[src/rtl/ram_1p_req_adapter.sv]
// Host req/gnt front end for a 1-cycle-latency single-port RAM. Returns one in-order
// response per accepted request and buffers read data under response backpressure.
module ram_1p_req_adapter #(
   parameter int unsigned Width       = 32,
   parameter int unsigned Depth       = 128,
   parameter int unsigned Outstanding = 2,
   localparam int unsigned Aw         = $clog2(Depth)
) (
   input  logic               clk_i,
   input  logic               rst_i,
   input  logic               req_i,
   output logic               gnt_o,
   input  logic               we_i,
   input  logic [Aw-1:0]      addr_i,
   input  logic [Width-1:0]   wdata_i,
   input  logic [Width/8-1:0] be_i,
   output logic               rvalid_o,
   input  logic               rready_i,
   output logic [Width-1:0]   rdata_o,
   output logic               rerr_o,
   output logic               ram_req_o,
   output logic               ram_write_o,
   output logic [Aw-1:0]      ram_addr_o,
   output logic [Width-1:0]   ram_wdata_o,
   output logic [Width-1:0]   ram_wmask_o,
   input  logic [Width-1:0]   ram_rdata_i
);

   localparam int unsigned PtrW = (Outstanding > 1) ? $clog2(Outstanding) : 1;
   localparam int unsigned CntW = $clog2(Outstanding + 1);
   localparam logic [Aw:0] DepthW = (Aw + 1)'(Depth);
   localparam logic [CntW:0] MaxInflight = (CntW + 1)'(Outstanding);
   localparam logic [PtrW-1:0] LastPtr = PtrW'(Outstanding - 1);

   logic              stage_valid_q, stage_read_q, stage_err_q;
   logic [PtrW-1:0]   wr_ptr_q, rd_ptr_q;
   logic [CntW-1:0]   count_q;
   logic [Width:0]    fifo_q [Outstanding];
   logic [Width:0]    head;
   logic [Width-1:0]  stage_data;
   logic [CntW:0]     inflight;
   logic              in_range, accept, fifo_empty, push, pop;

   assign in_range = {1'b0, addr_i} < DepthW;
   assign inflight = (CntW + 1)'(stage_valid_q) + (CntW + 1)'(count_q);
   // Credits come only from registered state, so rready_i never reaches gnt_o combinationally.
   assign gnt_o    = inflight < MaxInflight;
   assign accept   = req_i && gnt_o;

   assign ram_req_o   = accept && in_range;
   assign ram_write_o = we_i;
   assign ram_addr_o  = addr_i;
   assign ram_wdata_o = wdata_i;

   for (genvar i = 0; i < Width; i++) begin : g_wmask
      assign ram_wmask_o[i] = be_i[i/8];
   end

   assign stage_data = (stage_read_q && !stage_err_q) ? ram_rdata_i : '0;
   assign fifo_empty = (count_q == '0);
   assign head       = fifo_q[rd_ptr_q];

   always_comb begin
      rvalid_o = 1'b0;
      rdata_o  = '0;
      rerr_o   = 1'b0;
      push     = 1'b0;
      pop      = 1'b0;
      if (!fifo_empty) begin
         rvalid_o = 1'b1;
         rdata_o  = head[Width-1:0];
         rerr_o   = head[Width];
         pop      = rready_i;
         push     = stage_valid_q;
      end else if (stage_valid_q) begin
         // Stage bypasses the FIFO; it is only captured if not consumed now.
         rvalid_o = 1'b1;
         rdata_o  = stage_data;
         rerr_o   = stage_err_q;
         push     = !rready_i;
      end
   end

   always_ff @(posedge clk_i or posedge rst_i) begin
      if (rst_i) begin
         stage_valid_q <= 1'b0;
         stage_read_q  <= 1'b0;
         stage_err_q   <= 1'b0;
         wr_ptr_q      <= '0;
         rd_ptr_q      <= '0;
         count_q       <= '0;
      end else begin
         stage_valid_q <= accept;
         stage_read_q  <= accept && !we_i;
         stage_err_q   <= accept && !in_range;
         if (push) wr_ptr_q <= (wr_ptr_q == LastPtr) ? '0 : wr_ptr_q + 1'b1;
         if (pop)  rd_ptr_q <= (rd_ptr_q == LastPtr) ? '0 : rd_ptr_q + 1'b1;
         if (push && !pop)      count_q <= count_q + 1'b1;
         else if (pop && !push) count_q <= count_q - 1'b1;
      end
   end

   always_ff @(posedge clk_i) begin
      if (push) fifo_q[wr_ptr_q] <= {stage_err_q, stage_data};
   end

   a_no_overflow : assert property (@(posedge clk_i) disable iff (rst_i)
      push && !pop |-> count_q < CntW'(Outstanding));

   a_inflight : assert property (@(posedge clk_i) disable iff (rst_i)
      inflight <= MaxInflight);

   a_resp_stable : assert property (@(posedge clk_i) disable iff (rst_i)
      rvalid_o && !rready_i |=> $stable(rvalid_o) && $stable(rdata_o) && $stable(rerr_o));

endmodule

[config.mk]
export PLATFORM = sky130hd
export DESIGN_NAME = ram_1p_req_adapter
export DESIGN_NICKNAME = d
export VERILOG_FILES = /design/src/rtl/ram_1p_req_adapter.sv
export SDC_FILE = /design/constraint.sdc
export NUM_CORES = 1
export LEC_CHECK = 0
export ABC_AREA = 0
export BUFFER_PORTS_ARGS = -buffer_cell sky130_fd_sc_hd__buf_2
export CORE_UTILIZATION = 45
export DETAILED_ROUTE_END_ITERATION = 16
export HOLD_SLACK_MARGIN = 0.08
export PLACE_DENSITY = 0.76
export SKIP_LAST_GASP = 1
export SLEW_MARGIN = 0
export SYNTH_ARGS = -nofsm -noshare
export SYNTH_HDL_FRONTEND = slang
export SYNTH_SLANG_ARGS = --single-unit
[constraint.sdc]
create_clock -name clk_i -period 2.8 [get_ports clk_i]
set_input_delay 0.42 -clock clk_i [delete_from_list [all_inputs] [get_ports clk_i]]
set_output_delay 0.42 -clock clk_i [all_outputs]
set_load 0.02 [all_outputs]
==> reports/results.ini, run 1 <==
[route]
avgRoutedWirePerCell_um = 15.20
drt_iter0_drc = 90
vias_per_cell = 5.000
vias = 2105
wirelength_um = 6401
ant_nets = 0
dr.pass1.iters = 4
drc = 0

[placed_design]
place_ws_ns = 0.8398
numPortBuffers = 72
hpwl_um = 4433
placedCellCount = 404
gp_congestion = 0.7030

[clock_tree]
clkTransAtPathRegs_ns = 0.07
cts_tree = built
clock_latency_ns = 0.33
cts.repair.resized = 0
cts_root_buf = clkbuf_8
cts_sinks = 70
cts_setup_buffers = 0
numCtsBuffers = 9
cts_max_level = 3
clock_path_buffers = 2
cts-hold-fix-buffers = 1

[floorplanning]
io_pins = 188
rows = 32
fp.dieW_um = 92.91
fp.dieH_um = 92.91
dieArea_mm2 = 0.008631
core_mm2 = 0.007848
start_util_pct = 47.39

[yosys]
synth_compound_area_share_pct = 5.047
yosys-mux-area-fraction_pct = 8.883
async_flop_share_pct = 8.571
seq_area_frac_synth_pct = 55.72
syn_nets = 394
synth_cells = 314
synthSimpleGateAreaFrac_pct = 12.11
synth-seq-cells = 70
yosysUniqueCellTypes = 28
synth_top_family_by_area = buffers and inverters
synth_ff_type = edfxtp_1
postSynthAreaPerCell_um2 = 11.84
yosysWarnings = 0
netlist_area_mm2 = 0.003719
synth_edf_count = 64
synth_fa_ha_area_share_pct = 0
synth_xor_area_share_pct = 0.4711

[grt]
grt_overflow = 0
track_usage_pct = 15.34
grt_pass1_vias = 2058
grt_pass1_wl_um = 10090
antenna_found_initial = 0
grt_max_degree = 35

[critical_path]
crit_path_start_kind = flop
arrival_ns = 1.90
crit_fanout = 23
required_ns = 2.38
setup.worst_path.class = reg2out
r2r-start = stage_valid_q$_DFF_PP0_
crit_start = stage_valid_q$_DFF_PP0_
cp-end-kind = output pin

[sta]
setup_viol = 0
fin_crit_ns = 2.315
period_share_pct = 82.69
tightest_slew_ns = 0.7293
hold_viol = 0
clock.fmax_mhz = 431.9
finalSetupTns_ns = 0
grt_setup_unrepaired = false
slew_headroom_pct = 51.38
fin_ws_ns = 0.4846
finalClockSkew_ns = 0.009446
finalMaxSlewViolations = 0

[outcome]
status = finished clean

[final_layout]
fin_cells = 421
nets = 394
antennaDiodeCount = 0
layout.cells.most_common_list = buf_2, edfxtp_1, mux2i_1, and2_1, nand3_1
syn2layout_area_growth_pct = 3.499
drive_gt1_share_pct = 31.66
fill_cells = 742
mostFrequentLayoutCell = buf_2

[hold_path]
hold_class = in2reg
min_from = we_i

[power_and_ir_drop]
power_leakage_nw = 1.529
powerDensity_mw_per_mm2 = 1086
ir_drop_mv = 0.6098

[flow_run]
cap_viol_max_count = 0

layer usage:
metal,vias to the layer above,GRT usage [%],part of all wire [%]
met2,78,24.94,48
met5,-,0,0
met3,17,4.433,7.2
met1,983,19.02,43
li1,1027,-,-
met4,0,6.538,1.6
metrics by stage:
stage	hold WS [ns]	utilization [%]	cell area [um2]	power [W]
2_1_floorplan	0.2110	-	3719	0.003053
3_3_place_gp	0.3489	46.49	3649	0.003432
3_5_place_dp	0.3401	46.49	3649	0.003459
4_1_cts	0.2300	49.04	3849	0.004230
5_1_grt	0.2351	49.04	3849	0.004428
6_report	0.2440	49.04	3849	0.004178
report_power, final:
| part | switching, W | internal (W) |
|---|---|---|
| Sequential | 0.000191 | 0.00146 |
| Combinational | 0.00113 | 0.000635 |
| Clock | 0.000360 | 0.000408 |
| Total | 0.00168 | 0.00250 |
state kept, by name (all words and copies together) (netlist names):
signal,cells
fifo_q,64
count_q,2
rd_ptr_q,1
stage_read_q,1
stage_valid_q,1
wr_ptr_q,1
area by class of cell:
cell class	count	area (um2)	area share (%)
Sequential cell	70	2073	53.87
Timing Repair Buffer	81	455.4	11.83
Clock inverter	6	62.56	1.625
Inverter	1	3.754	0.09753
Tap cell	102	127.6	3.316
Clock buffer	10	127.6	3.316
Multi-Input combinational cell	151	998.5	25.94
cell families after synthesis:
| logic type | Yosys count |
|---|---|
| multiplexers | 33 |
| buffers and inverters | 93 |
| AND/OR/NAND/NOR | 78 |
| AO/OA/AOI/OAI | 37 |
| flip-flops | 70 |
| XOR/XNOR | 2 |
| other | 1 |
final timing paths:
path,endpoint,slack (ns),cells past startpoint
max,rdata_o[20],0.48,4
min reg2reg,wr_ptr_q$_DFFE_PP0P_,0.55,1
max in group asynchronous,rd_ptr_q$_DFFE_PP0P_,2.07,3
min in group asynchronous,stage_read_q$_DFF_PP0_,0.53,3
max reg2reg,fifo_q[0][18]$_DFFE_PP_,0.84,3
min,stage_read_q$_DFF_PP0_,0.24,2
worst max-delay path, stage by stage (launching register included):
cell and delay (ns):
dfrtp_1 0.82, buf_4 0.35, nand3_1 0.09, o21ai_0 0.10
buf_2 0.20
cell usage after synthesis, types with 2 or more instances:
master	count	area (um2)
mux2i_1	33	330.3
a21oi_1	3	15.01
clkbuf_1	3	11.26
nor2b_1	3	18.77
nor2_1	2	7.510
edfxtp_1	64	1922
and2_1	33	206.5
buf_4	77	578.1
buf_2	6	30.03
clkbuf_2	3	15.01
xnor2_1	2	17.52
o21ai_0	28	140.1
nand3_1	32	160.2
o21ai_1	5	25.02
dfrtp_1	6	150.1
buf_1	2	7.510
Note: power is estimated with default switching activity, not from simulation.
==> inputs of run 2 (changes only) <==
- CORE_UTILIZATION: 45 -> 42
- PLACE_DENSITY: 0.76 -> 0.75
- clock period: 2.8 -> 2.1 ns (I/O delays scaled with it)
==> run 2 against run 1 <==
Against the previous run:
- critical path depth rose by 3
- clock skew fell by 0.0038 ns
- die area rose by 7.0%
- cell count rose by 2.6%
- global-route usage fell by 0.13 points
- sequential power rose by 26%
- combinational power rose by 81%
- wire length rose by 20%
- clock power rose by 47%
- largest cell class unchanged
- via count rose by 6.6%
- clock-buffer cell count rose by 1
- largest power group unchanged
- critical path type unchanged
==> reports/results.ini, run 2 (synthesis gave the netlist of run 1 again) <==
[route]
dr.pass1.iters = 4  ; unchanged
drt_iter0_drc = 111  ; +23%
wirelength_um = 7653  ; +20%
drc = 0  ; unchanged
avgRoutedWirePerCell_um = 17.72  ; +17%
vias_per_cell = 5.192  ; +3.8%
ant_nets = 0  ; unchanged
vias = 2243  ; +6.6%

[sta]
tightest_slew_ns = 0.9431  ; +0.2138 ns
slew_headroom_pct = 36.98  ; -14 points
fin_crit_ns = 2.032
setup_viol = 0  ; unchanged
grt_setup_unrepaired = true
hold_viol = 0  ; unchanged
holdWs_ns = 0.1296  ; -0.1145 ns
finalClockSkew_ns = 0.005606  ; -0.003840 ns
period_share_pct = 96.78
finalMaxSlewViolations = 0  ; unchanged
clock.fmax_mhz = 492.0

[critical_path]
crit_path_start_kind = flop
required_ns = 1.78  ; -0.60 ns
crit_slowest_cell = dfrtp_1
path_buf_inv = 4  ; +2
crit_chain = buf_4 > nor2_4 > buf_12 > buf_6 > nand3_1 > o21ai_0 > buf_2
max_stage_delay_ns = 0.38  ; -0.44 ns
cp_top_family = buffers and inverters
arrival_ns = 1.72  ; -0.18 ns
r2r-end = fifo_q[0][29]$_DFFE_PP_
crit_fanout = 8  ; -65%
rrSetupSlack_ns = 0.42  ; -0.42 ns
r2r-start = count_q[1]$_DFFE_PP0P_
r2r_cells = 3  ; unchanged
cp-end-kind = output pin
setup.worst_path.class = reg2out

[placed_design]
numPortBuffers = 72  ; unchanged
hpwl_um = 4250  ; -4.1%
gp_congestion = 0.7593  ; +8.0%
dpl_cell_area_mm2 = 0.003657  ; +0.24%

[floorplanning]
fp.dieW_um = 96.10  ; +3.4%
core_mm2 = 0.008382  ; +6.8%
rows = 33  ; +3.1%
io_pins = 188  ; unchanged
dieArea_mm2 = 0.009234  ; +7.0%
start_util_pct = 44.36  ; -3.0 points
fp.dieH_um = 96.10  ; +3.4%

[power_and_ir_drop]
powerDensity_mw_per_mm2 = 1578  ; +45%
pwr-share-clk_pct = 17.7  ; -0.7 points
p_sw_share_pct = 39.02  ; -1.1 points
p_comb_share_pct = 49.7  ; +7.5 points
p_int_w = 0.003896  ; +56%
power_leakage_nw = 1.621  ; +6.0%
switchingPower_w = 0.002493  ; +49%
ir_drop_mv = 0.9478  ; +55%
sequentialPowerShare_pct = 32.6  ; -6.9 points

[outcome]
status = finished clean

[final_layout]
antennaDiodeCount = 0  ; unchanged
regMostFlops = fifo_q
ff_latch_area_mm2 = 0.002074  ; about the same
final_cell_area_mm2 = 0.004049  ; +5.2%
largest_reg_flops = 64  ; unchanged
mostFrequentLayoutCell = edfxtp_1
multi_input_area_um2 = 998.5  ; unchanged
fill_cells = 774  ; +4.3%
syn2layout_area_growth_pct = 8.883
reg_top3 = fifo_q: 64 flops, count_q: 2 flops
layout.cells.most_common_list = edfxtp_1, buf_2, mux2i_1, and2_1, nand3_1
nets = 402  ; +2.0%
final_core_util_pct = 48.31  ; -0.74 points
drive_gt1_share_pct = 33.33  ; +1.7 points

[grt]
grt_max_degree = 65  ; +86%
grt_pass1_wl_um = 10210  ; +1.2%
grt_pass1_vias = 2069  ; +0.53%
track_usage_pct = 15.21  ; -0.13 points
antenna_found_initial = 0  ; unchanged
grt_overflow = 0  ; unchanged

[flow_run]
cap_viol_max_count = 0  ; unchanged

[clock_tree]
clock_path_buffers = 2  ; unchanged
cts_max_level = 3  ; unchanged
clkTransAtPathRegs_ns = 0.07  ; about the same
cts_root_buf = clkbuf_8
numCtsBuffers = 9  ; unchanged
clock_latency_ns = 0.34  ; about the same
cts_tree = built
cts_sinks = 70  ; unchanged

[hold_path]
hold-path-endpoint = stage_read_q$_DFF_PP0_
hold_class = in2reg
holdPathStages = 2  ; unchanged
min_from = we_i

## run 2: power groups by stage
stage	combinational, W	sequential [W]	clock (W)
after CTS	0.00253	0.00211	0.00116
after global routing	0.00341	0.00212	0.00121
after global placement	0.00249	0.00212	0
after floorplan	0.00203	0.00204	0
after detailed placement	0.00253	0.00214	0
final	0.00318	0.00208	0.00113
## run 2: how the worst max path moves through the flow
stage,startpoint,end,slack (ns),cells after the start
global placement,rready_i,fifo_q[0][19]$_DFFE_PP_,0.24,4
global route,count_q[0]$_DFFE_PP0P_,rdata_o[30],-0.01,7
finish,count_q[0]$_DFFE_PP0P_,rdata_o[12],0.07,7
CTS,stage_read_q$_DFF_PP0_,rdata_o[10],0.03,5
floorplan,count_q[0]$_DFFE_PP0P_,fifo_q[0][0]$_DFFE_PP_,0.22,4
detailed placement,rready_i,fifo_q[0][19]$_DFFE_PP_,0.20,4
## run 2: final cells by class
cell class	instances	area share [%]
sequential	70	51.24
tap	105	3.245
clock buffer	11	3.245
multi-input combinational	151	24.66
inverter	1	0.09271
timing repair buffer	89	15.70
clock inverter	5	1.823
## run 2: through the flow
stage,total power (W),setup TNS [ns],cells,setup slack (ns)
2_1_floorplan,0.004072,0,314,0.2156
3_3_place_gp,0.004611,0,406,0.2389
3_5_place_dp,0.004663,0,406,0.1975
4_1_cts,0.005800,0,423,0.03097
5_1_grt,0.006744,-0.02719,432,-0.01325
6_report,0.006389,0,432,0.06763
## run 2: worst reg2reg max path, delay by kind of cell (launching register included)
family	cells	cell delay, ns
simple gates	3	0.93
flops	1	0.35
## run 2: what timing repair did
| item | 4_1_cts | 5_1_grt |
|---|---|---|
| endpoints found under the hold margin | 6 | 0 |
| resized for setup | 0 | 26 |
| hold buffers | 1 | 0 |
| setup endpoints to repair | 0 | 21 |
| setup buffers | 0 | 4 |
## run 2: per-layer routing
layer | up-vias | GRT usage (%) | wire, um | share of wire, %
li1 | 1046 | - | - | -
met1 | 1072 | 19.17 | 3368 | 44
met2 | 102 | 23.58 | 3606 | 47
met3 | 23 | 4.107 | 485 | 6.3
met4 | 0 | 8.582 | 193 | 2.5
met5 | - | 0 | 0 | 0
